<file path="src/rtl/multicycle_control.sv">
// multicycle_control: LEGv8 multi-cycle sequencer (FETCH/DECODE/EXEC/MEM/WB/FAULT) with memory handshakes and ready timeout.
// Define INSTR_COUNT_EN to enable the retired-instruction counter on instr_count_o; otherwise it is tied to 0.
module multicycle_control #(
    parameter int TIMEOUT = 255,
    parameter int CNT_W   = 32
) (
    input  logic             clk_i,
    input  logic             reset_l_i,
    input  logic [10:0]      opcode_i,
    input  logic             imem_ready_i,
    input  logic             dmem_ready_i,
    input  logic             zero_i,
    output logic             imem_req_o,
    output logic             ir_write_o,
    output logic             pc_write_o,
    output logic             pc_src_o,
    output logic             reg2loc_o,
    output logic             alusrc_o,
    output logic             mem2reg_o,
    output logic             branch_o,
    output logic             uncond_branch_o,
    output logic [3:0]       aluop_o,
    output logic [2:0]       signop_o,
    output logic             memread_o,
    output logic             memwrite_o,
    output logic             regwrite_o,
    output logic             fault_o,
    output logic [CNT_W-1:0] instr_count_o
);
    typedef enum logic [2:0] {S_FETCH, S_DECODE, S_EXEC, S_MEM, S_WB, S_FAULT} state_t;
    typedef enum logic [2:0] {C_R, C_I, C_MOVZ, C_LDUR, C_STUR, C_B, C_CBZ, C_ILL} cls_t;

    state_t      state_q;
    cls_t        cls_q, cls_d;
    logic [11:0] sel_q, sel_d, sel_o;
    logic [15:0] tmo_q;
    logic        waiting, expired, run;

    // Selects packed as {reg2loc, alusrc, mem2reg, branch, uncond_branch, aluop[3:0], signop[2:0]}; first match wins
    always_comb begin
        cls_d = C_ILL;
        sel_d = '0;
        casez (opcode_i)
            11'b??111000010: begin cls_d = C_LDUR; sel_d = {5'b01100, 4'b0010, 3'b010}; end
            11'b??111000000: begin cls_d = C_STUR; sel_d = {5'b11000, 4'b0010, 3'b010}; end
            11'b?0?01011???: begin cls_d = C_R;    sel_d = {5'b00000, 4'b0010, 3'b000}; end
            11'b?1?01011???: begin cls_d = C_R;    sel_d = {5'b00000, 4'b0110, 3'b000}; end
            11'b?0?10001???: begin cls_d = C_I;    sel_d = {5'b01000, 4'b0010, 3'b011}; end
            11'b?1?10001???: begin cls_d = C_I;    sel_d = {5'b01000, 4'b0110, 3'b011}; end
            11'b?0001010???: begin cls_d = C_R;    sel_d = {5'b00000, 4'b0000, 3'b000}; end
            11'b?0101010???: begin cls_d = C_R;    sel_d = {5'b00000, 4'b0001, 3'b000}; end
            11'b110100101??: begin cls_d = C_MOVZ; sel_d = {5'b01000, 4'b0111, opcode_i[2:0]}; end
            11'b?00101?????: begin cls_d = C_B;    sel_d = {5'b00001, 4'b0000, 3'b000}; end
            11'b?011010????: begin cls_d = C_CBZ;  sel_d = {5'b10010, 4'b0111, 3'b001}; end
            default:         begin cls_d = C_ILL;  sel_d = '0; end
        endcase
    end

    assign waiting = (state_q == S_FETCH && !imem_ready_i) || (state_q == S_MEM && !dmem_ready_i);
    assign expired = waiting && tmo_q == 16'(TIMEOUT - 1);

    // Phase sequencing; the wait counter restarts whenever the FSM is not stalled on a memory
    always_ff @(posedge clk_i or negedge reset_l_i) begin
        if (!reset_l_i) begin
            state_q <= S_FETCH;
            cls_q   <= C_R;
            sel_q   <= '0;
            tmo_q   <= '0;
        end else begin
            tmo_q <= waiting ? tmo_q + 16'd1 : 16'd0;
            case (state_q)
                S_FETCH:  state_q <= imem_ready_i ? S_DECODE : expired ? S_FAULT : S_FETCH;
                S_DECODE: begin
                    cls_q   <= cls_d;
                    sel_q   <= sel_d;
                    state_q <= (cls_d == C_ILL) ? S_FAULT : S_EXEC;
                end
                S_EXEC:   state_q <= (cls_q == C_B || cls_q == C_CBZ) ? S_FETCH :
                                     (cls_q == C_LDUR || cls_q == C_STUR) ? S_MEM : S_WB;
                S_MEM:    state_q <= dmem_ready_i ? ((cls_q == C_LDUR) ? S_WB : S_FETCH) : expired ? S_FAULT : S_MEM;
                S_WB:     state_q <= S_FETCH;
                default:  state_q <= S_FAULT;
            endcase
        end
    end

    // Strobes are forced low while reset is asserted so nothing leaks out during reset
    assign run             = reset_l_i;
    assign imem_req_o      = run && state_q == S_FETCH;
    assign ir_write_o      = imem_req_o && imem_ready_i;
    assign pc_write_o      = run && ((state_q == S_EXEC && (cls_q == C_B || cls_q == C_CBZ)) ||
                                     (state_q == S_MEM && cls_q == C_STUR && dmem_ready_i) ||
                                     state_q == S_WB);
    assign pc_src_o        = run && state_q == S_EXEC && (cls_q == C_B || (cls_q == C_CBZ && zero_i));
    assign memread_o       = run && state_q == S_MEM && cls_q == C_LDUR;
    assign memwrite_o      = run && state_q == S_MEM && cls_q == C_STUR;
    assign regwrite_o      = run && state_q == S_WB;
    assign fault_o         = state_q == S_FAULT;
    assign sel_o           = (state_q == S_DECODE) ? sel_d :
                             (state_q == S_EXEC || state_q == S_MEM || state_q == S_WB) ? sel_q : '0;
    assign {reg2loc_o, alusrc_o, mem2reg_o, branch_o, uncond_branch_o, aluop_o, signop_o} = sel_o;

`ifdef INSTR_COUNT_EN
    logic [CNT_W-1:0] cnt_q;

    // Retired-instruction count: one pc_write per instruction, wraps naturally
    always_ff @(posedge clk_i or negedge reset_l_i) begin
        if (!reset_l_i) cnt_q <= '0;
        else if (pc_write_o) cnt_q <= cnt_q + CNT_W'(1);
    end

    assign instr_count_o = cnt_q;
`else
    assign instr_count_o = '0;
`endif
endmodule

</file>
<file path="config.mk">
export PLATFORM = sky130hd
export DESIGN_NAME = multicycle_control
export DESIGN_NICKNAME = d
export VERILOG_FILES = /design/src/rtl/multicycle_control.sv
export SDC_FILE = /design/constraint.sdc
export NUM_CORES = 1
export LEC_CHECK = 0
export ABC_AREA = 1
export CAP_MARGIN = 40
export CORE_MARGIN = 2
export CORE_UTILIZATION = 48
export CTS_CLUSTER_SIZE = 8
export DETAILED_ROUTE_END_ITERATION = 7
export PLACE_DENSITY_LB_ADDON = 0.15
export SETUP_SLACK_MARGIN = 0.1
export SYNTH_ARGS = -nofsm -noshare
export SYNTH_HDL_FRONTEND = slang
export SYNTH_SLANG_ARGS = --single-unit
</file>
<file path="constraint.sdc">
create_clock -name clk_i -period 1.8 [get_ports clk_i]
set_input_delay 0.36 -clock clk_i [delete_from_list [all_inputs] [get_ports clk_i]]
set_output_delay 0.36 -clock clk_i [all_outputs]
set_load 0.01 [all_outputs]
</file>
# --- Yosys cells after proc, flatten, opt, wreduce, memory -nomap -nowiden ---
# Index checks and enable logic that the tools add are counted.
totals:
  out_inout_bits: 52
  elab_cells: 70
  reg_bits: 34
  input_bits: 16
classes:
  n_reduce_logical: 29
  eq_ne: 22
  addsub: 1
  mux: 14
ops:
  columns: ["cell", "n"]
  rows:
  - ["one-hot mux 12 bit (10 select lines)", 1]
  - ["equality test 9 bit, second input constant", 3]
  - ["two-way mux 12 bit", 2]
  - ["two-way mux 3 bit", 8]
  - ["one-hot mux 3 bit (7 select lines)", 1]
  - ["equality test 3 bit, second input constant", 6]
  - ["adder 16 x 1 -> 16 bit, second input constant", 1]
  - ["equality test 16 x 8 -> 1 bit, second input constant", 1]
  - ["logical AND 1 bit", 16]
  - ["two-way mux 16 bit", 1]
  - ["one-hot mux 3 bit (5 select lines)", 1]
  - ["equality test 6 x 5 -> 1 bit, second input constant", 2]
  - ["equality test 6 bit, second input constant", 2]
  - ["equality test 3 x 2 -> 1 bit, second input constant", 3]
  - ["logical OR 1 bit", 8]
  - ["equality test 7 x 4 -> 1 bit, second input constant", 1]
  - ["equality test 7 x 6 -> 1 bit, second input constant", 1]
  - ["equality test 6 x 4 -> 1 bit, second input constant", 1]
  - ["equality test 5 x 3 -> 1 bit, second input constant", 1]
  - ["OR reduction 4 bit", 1]
  - ["equality test 3 x 1 -> 1 bit, second input constant", 1]
  - ["logical NOT 3 bit", 1]
  - ["logical NOT 1 bit", 2]
  - ["OR reduction 2 bit", 1]

# --- Depth between registers and ports, before layout ---
# Gate-level depths: netlist (run 1).
depth:
  word_depth: 7
  mapped_depth: 10
  ltp_nobuf: 10

# --- Least setup slack after synthesis (run 1) ---
# No wires, ideal clock.
synth_path:
  path_kind: "register -> output"
  startpoint: "register state_q[2]"
  endpoint: "output aluop_o[1]"
  path_stages_with_launch: 5
  slack_ns: 0.239
  arrival_ns: 1.201
  t_required_ns: 1.440
  n_path_buf: 1
  cell_sequence: "dfrtp_1 -> nor3_2 -> buf_2 -> o21ai_0 -> o21ai_0"
synth_between:
  elab_chain_cells: 5
  word_cells_on_any_way: 8
  classes_between: "eq/ne: 4; mux: 2; reduce/logical: 2"
synth_lines:
  columns: ["element", "line", "rtl"]
  rows:
  - ["start, declared", "33", "state_t state_q;"]
  - ["start signal, assigned", "72", "S_FETCH: state_q <= imem_ready_i ? S_DECODE : expired ? S_FAULT : S_FETCH;"]
  - ["start signal, assigned", "76", "state_q <= (cls_d == C_ILL) ? S_FAULT : S_EXEC;"]
  - ["start signal, assigned", "78", "S_EXEC: state_q <= (cls_q == C_B || cls_q == C_CBZ) ? S_FETCH :"]
  - ["equality test 3 x 2 -> 1 bit", "100", "(state_q == S_EXEC || state_q == S_MEM || state_q == S_WB) ? sel_q : '0;"]
  - ["logical OR 1 bit (2 in a row)", "100", null]
  - ["two-way mux 12 bit", "100", null]
  - ["two-way mux 12 bit *", "99", "assign sel_o = (state_q == S_DECODE) ? sel_d :"]
  - ["end, declared", "22", "output logic [3:0] aluop_o,"]
# Every way passes the cells marked *; elsewhere a longest branch is shown, timed or not.

# --- Worst setup path after layout (run 1) ---
layout_path:
  startpoint: "register state_q[1]"
  endpoint: "output aluop_o[2]"
# Same word-level chain as after synthesis.

==> impl_metrics.csv, run 1 <==
group,metric,value,unit
timing,clock_skew,0.0117,ns
global_routing,overflow,0,
outcome,outcome,"finished with violations",
timing,hold_slack,0.426,ns
synth,ys_seq_area_frac,0.349,
setup_path,r2r_start,"state_q[1]",
setup_path,crit_slowest_cell,"dfrtp_1",
synth,yosysTopAreaCellShare,0.349,
outcome,violations,"negative setup slack",
cts,cts_max_level,2,
pwr,peakVddDrop,752,µV
final_layout,utilization,0.727,
die,rows,25,
global_routing,gr-usage-all-layers,0.245,
synth,synthTopCellsByArea,"dfrtp_1 (35%), buf_4 (10%), nand2_1 (10%), inv_1 (7.1%), nor2_1 (6.3%)",
cts,cts_root_buf,"clkbuf_8",
route,drt_wl_total,7.05,mm
synth,yosys_warnings,0,
synth,async_reset_ff_frac,1.00,
cts,cts_tree,"built",
route,dr_total_vias,2521,
setup_path,crit_start,"state_q[1]",
timing,fin_crit_sh,1.10,
timing,finalHoldViolCount,0,
pwr,leakage,1.87,nW
cts,clk_latency,0.30,ns
setup_path,r2r_slack,0.14,ns
setup_path,cp-end-kind,"output pin",
pwr,p_per_area,482,nW/µm²
cts,clock_sinks,33,
synth,synth_edf_count,0,
synth,yosys.area_share.simple,0.323,
synth,synth_area_per_cell,7.07,µm²
die,die_w,74.2,µm
placement,dp_hpwl,4.27,mm
timing,final_max_slew_viol_count,0,
die,pin_count,68,
timing,final.min_clock_period,1.99,ns
setup_path,cp_slowest_stage_delay,0.43,ns
setup_path,crit_path_start_kind,"flip-flop",
hold_path,worstHoldPathType,"in2reg",
synth,synth_xor_area_frac,0.0111,
die,die_h,74.2,µm
setup_path,critPathRequiredTime,1.44,ns
cts,cts_buffers,5,
synth,netlist_instances,335,
cts,ctsHoldBuffers,0,
global_routing,grt_pass1_wl,10.2,mm
synth,ys_seq_elements,33,
setup_path,cp_max_fo,9,
synth,synth-compound-area-share,0.106,
synth,ys.flop_type,"dfrtp_1",
cts,clk_path_buf_depth,2,
synth,synth_top_family_by_area,"simple AND/OR/NAND/NOR gates",
route,drc,0,
timing,rsz0062_at_grt,"true",
synth,muxShareOfSynthArea,0,
global_routing,antenna_found_initial,0,
setup_path,cp.arrival,1.63,ns
placement,io_buffers,34,
route,drt_pre_antenna_iters,4,
final_layout,antenna_cells,0,
cts,clk_pin_slew_worst_paths,0.08,ns
setup_path,worstSetupPathType,"reg2out",
setup_path,cp_top_family,"buffers and inverters",
route,drt-initial-drc-count,96,
route,wl_per_cell,13.7,µm
placement,dp_slack,-0.849,ns
synth,synth_most_common_cell,"nand2_1",
global_routing,grt_pass1_vias,2308,
route,routed_via_density,4.91,
synth,synth_top_area_cell,"dfrtp_1",
timing,setup_slack,-0.187,ns
final_layout,area_delta_synth_final,46.0,%
hold_path,hp-start,"opcode_i[5]",
setup_path,crit_buf_inv,5,
die,start_util,0.498,
synth,synth_cell_type_count,30,
setup_path,path_common_cell,"inv_1",
synth,synthAdderAreaFrac,0.0106,
setup_path,crit_chain,"inv_1, nand2_1, nor2_1, inv_1, nand2_2, inv_4, buf_6, o21ai_1, buf_2",
final_layout,drive_gt1_frac,0.415,
die,dieArea,5510,µm²
timing,fmax,0.503,GHz
timing,setup_viol,15,
synth,yosys-top-cells-count,"nand2_1 (64), inv_1 (45), nor2_1 (40)",
job,max_cap_viol_count,0,
final_layout,finalNetCount,463,
placement,place.gp.congestion,0.902,
route,ant_nets,0,
die,core_area,4750,µm²
global_routing,grt_max_degree,34,
synth,synthesis.area,2370,µm²
## repair_timing
item / 4_1_cts / 5_1_grt
resized for setup: 172 / 38
pin swaps: 24 / 23
setup endpoints to repair: 19 / 26
hold endpoints to repair: 0 / 0
buffers inserted: 22 / 11
cloned: 0 / 1
## layout make-up
class	count	area (µm²)
Clock inverter	1	30.0
Inverter	52	203
Timing Repair Buffer	107	817
Fill cell	355	1300
Clock buffer	7	86.3
Tap cell	67	83.8
Multi-Input combinational cell	246	1410
Sequential cell	33	826
## worst min-delay path: stages
cell,delay (ns)
buf_4,0.12
nand4_1,0.11
o21ai_0,0.10
## per-layer routing
layer,vias to the layer above,routed length (µm),track usage
met4,0,284,0.0714
met5,-,0,0
met3,27,371,0.0528
met1,1189,2800,0.292
met2,88,3590,0.445
li1,1217,-,-
## final timing paths
path | to | cells past startpoint
worst max-delay path | aluop_o[2] | 9
worst min-delay path | sel_q[7] | 3
worst max register to register | state_q[2] | 12
worst min register to register | sel_q[3] | 2
max in group asynchronous | sel_q[3] | 2
min in group asynchronous | tmo_q[14] | 2
## state kept, by name (all words and copies together), names as in the netlist
signal / cells
cls_q: 3
sel_q: 11
state_q: 3
tmo_q: 16
## stage by stage
| stage | std cells | TNS (ns) | cell area, µm² | power [mW] |
|---|---|---|---|---|
| CTS | 507 | -0.630 | 3350 | 1.65 |
| global route | 513 | -2.85 | 3460 | 1.73 |
| detailed placement | 477 | -10.64 | 3000 | 0.912 |
| floorplan | 367 | 0 | 2490 | 0.874 |
| global placement | 477 | -10.16 | 3000 | 0.910 |
| finish | 513 | -1.90 | 3460 | 1.67 |
## placed cells by master (no fill, tap or decap), types with 2 or more instances in the layout
cell type,n
nor2_4,7
clkdlybuf4s50_1,4
nor3_1,6
o21ai_2,10
nand3_1,14
nand4_1,4
conb_1,33
nand3_4,3
nor3_4,2
o21ai_1,12
nor2_2,7
dfrtp_1,33
ha_1,2
inv_1,37
buf_2,22
buf_4,62
clkbuf_8,6
nand2_2,12
inv_2,12
o21ai_0,13
nand2_1,51
nor2_1,33
a31oi_1,3
inv_4,3
xnor2_1,2
nand3_2,3
nand3b_1,2
buf_6,14
nand2_4,7
clkbuf_2,3
a21oi_1,9
nor3_2,7
## where the power goes
group          switching, mW  internal [mW]  leakage (nW)
clock network          0.291          0.452        0.0585
registers                  0          0.741         0.378
logic                  0.117         0.0676          1.44
total                  0.408           1.26          1.87
## cell families after synthesis
logic type                 Yosys count
adders and majority gates            2
xor gates and xnor gates             3
AOI/OAI and AO/OA                   48
buffers and inverters               89
DFF                                 33
and+or+nand+nor                    159
other                                1
Power figures use the tool's default switching activity.
==> run 2, diff against run 1 <==
--- a/config.mk
+++ b/config.mk
@@ -11,7 +11,7 @@
 export CORE_UTILIZATION = 48
 export CTS_CLUSTER_SIZE = 8
 export DETAILED_ROUTE_END_ITERATION = 7
-export PLACE_DENSITY_LB_ADDON = 0.15
+export PLACE_DENSITY = 0.9
 export SETUP_SLACK_MARGIN = 0.1
 export SYNTH_ARGS = -nofsm -noshare
 export SYNTH_HDL_FRONTEND = slang
==> impl_metrics.csv, run 2 (synthesis results as in run 1) <==
group,metric,value,unit
timing,final_max_slew_viol_count,0,
final_layout,largest_register_ffs,16,
cts,cts_root_buf,"clkbuf_8",
final_layout,final_common_cell,"buf_4",
setup_path,crit_path_start_kind,"flip-flop",
timing,finalHoldViolCount,0,
timing,rsz0062_at_grt,"true",
pwr,peakVddDrop,356,µV
route,wl_per_cell,14.9,µm
setup_path,cp_max_fo,6,
placement,placed_cells,478,
outcome,violations,"negative setup slack",
setup_path,crit_chain,"inv_2, nand2_2, nor2_1, inv_1, nand2_2, inv_4, buf_6, o21ai_1, buf_2",
die,die_h,74.2,µm
route,drt_pre_antenna_iters,4,
setup_path,path_common_cell,"nand2_2",
pwr,leakage,1.78,nW
placement,io_buffers,34,
cts,clock_sinks,33,
pwr,p_total,1.51,mW
die,rows,25,
cts,cts_tree,"built",
placement,dp_slack,-0.867,ns
global_routing,overflow,0,
final_layout,finalNetCount,457,
timing,clock_skew,0.00774,ns
route,ant_nets,0,
final_layout,area_delta_synth_final,42.4,%
final_layout,instances_no_fill,506,
timing,setup_viol,16,
final_layout,design_area,3370,µm²
route,drc,0,
final_layout,antenna_cells,0,
final_layout,fillers,345,
setup_path,r2r_start,"state_q[1]",
setup_path,cp_slowest_stage_delay,0.44,ns
placement,dp_hpwl,4.37,mm
setup_path,critPathRequiredTime,1.44,ns
die,core_area,4750,µm²
final_layout,mostFrequentLayoutCells,"buf_4 (54), nand2_1 (52), inv_1 (36)",
setup_path,crit_slowest_cell,"dfrtp_2",
route,drt_wl_total,7.53,mm
route,dr_total_vias,2564,
cts,ctsHoldBuffers,0,
setup_path,crit_start,"state_q[1]",
global_routing,grt_pass1_vias,2429,
setup_path,cp.arrival,1.58,ns
die,dieArea,5510,µm²
global_routing,grt_max_degree,34,
hold_path,hp-start,"tmo_q[0]",
die,die_w,74.2,µm
final_layout,drive_gt1_frac,0.403,
placement,place_area,2990,µm²
cts,cts_buffers,5,
global_routing,antenna_found_initial,0,
timing,setup_slack,-0.145,ns
job,max_cap_viol_count,0,
die,start_util,0.498,
timing,fmax,0.514,GHz
placement,place.gp.congestion,0.964,
cts,cts_max_level,2,
global_routing,gr-usage-all-layers,0.254,
cts,clk_pin_slew_worst_paths,0.07,ns
setup_path,cp-end-kind,"output pin",
die,pin_count,68,
timing,final.min_clock_period,1.94,ns
setup_path,worstSetupPathType,"reg2out",
cts,clk_path_buf_depth,2,
cts,clk_latency,0.29,ns
global_routing,grt_pass1_wl,10.7,mm
outcome,outcome,"finished with violations",
timing,hold_slack,0.543,ns
pwr,p_per_area,447,nW/µm²
final_layout,regMostFlops,"tmo_q",
route,routed_via_density,5.07,
hold_path,worstHoldPathType,"reg2reg",
timing,fin_crit_sh,1.08,
setup_path,r2r_slack,0.19,ns
final_layout,largestRegisters,"tmo_q (16), sel_q (11)",
route,drt-initial-drc-count,244,
[run 2: changes by cell type in the layout (fill, tap and decap cells not counted), sizes merged]
cell / delta
clkdlybuf4s50: +1
clkdlybuf4s15: +4
buf: -12
bufinv: -1
clkbuf: -1
dlygate4sd2: +2
[run 2: metrics by stage]
| stage | setup TNS (ns) | utilization |
|---|---|---|
| after floorplan | 0 | - |
| after global placement | -10.61 | 0.629 |
| after detailed placement | -11.12 | 0.629 |
| after CTS | -0.634 | 0.675 |
| after global routing | -2.25 | 0.709 |
| final | -1.27 | 0.709 |
[run 2: cell type report]
type | instances | area (µm²) | area share
multi-input combinational | 246 | 1400 | 0.414
sequential | 33 | 828 | 0.246
timing repair buffer | 101 | 774 | 0.230
inverter | 52 | 203 | 0.0601
clock buffer | 7 | 86.3 | 0.0256
tap | 67 | 83.8 | 0.0249
[run 2: final timing paths]
path | cells past startpoint | end
setup / recovery | 9 | signop_o[1]
hold / removal | 1 | tmo_q[0]
setup reg to reg | 11 | state_q[2]
hold reg to reg | 1 | tmo_q[0]
max in group asynchronous | 2 | state_q[1]
min in group asynchronous | 2 | sel_q[2]
[run 2: timing repair]
| item | 4_1_cts | 5_1_grt |
|---|---|---|
| cloned | 1 | 1 |
| gates resized for setup | 147 | 46 |
| endpoints found under the setup margin | 19 | 23 |
| buffers inserted | 10 | 9 |
| pin swaps | 20 | 15 |
[run 2: power breakdown]
part	switching [mW]	internal (mW)
clock network	0.277	0.304
logic	0.117	0.0660
registers	0	0.741
[run 2: per-layer routing]
metal  track usage  up-vias  routed length [µm]
met1         0.274     1224                2890
met5             0        -                   0
li1              -     1206                   -
met4         0.127        0                 263
met3        0.0718       29                 401
met2         0.453      105                3980
[run 2: worst max-delay path: cells and delay by family (launching register included)]
family / cells / cell delay [ns]
buffers and inverters: 5 / 0.49
AO/OA/AOI/OAI: 1 / 0.12
AND/OR/NAND/NOR: 3 / 0.24
flip-flops: 1 / 0.44
==> run 3, diff against run 2 <==
--- a/config.mk
+++ b/config.mk
@@ -11,7 +11,7 @@
 export CORE_UTILIZATION = 48
 export CTS_CLUSTER_SIZE = 8
 export DETAILED_ROUTE_END_ITERATION = 7
-export PLACE_DENSITY = 0.9
+export PLACE_DENSITY_LB_ADDON = 0.15
 export SETUP_SLACK_MARGIN = 0.1
 export SYNTH_ARGS = -nofsm -noshare
 export SYNTH_HDL_FRONTEND = slang
==> results of run 3 <==
The final DEF is identical to that of run 1; final timing and power are the same.
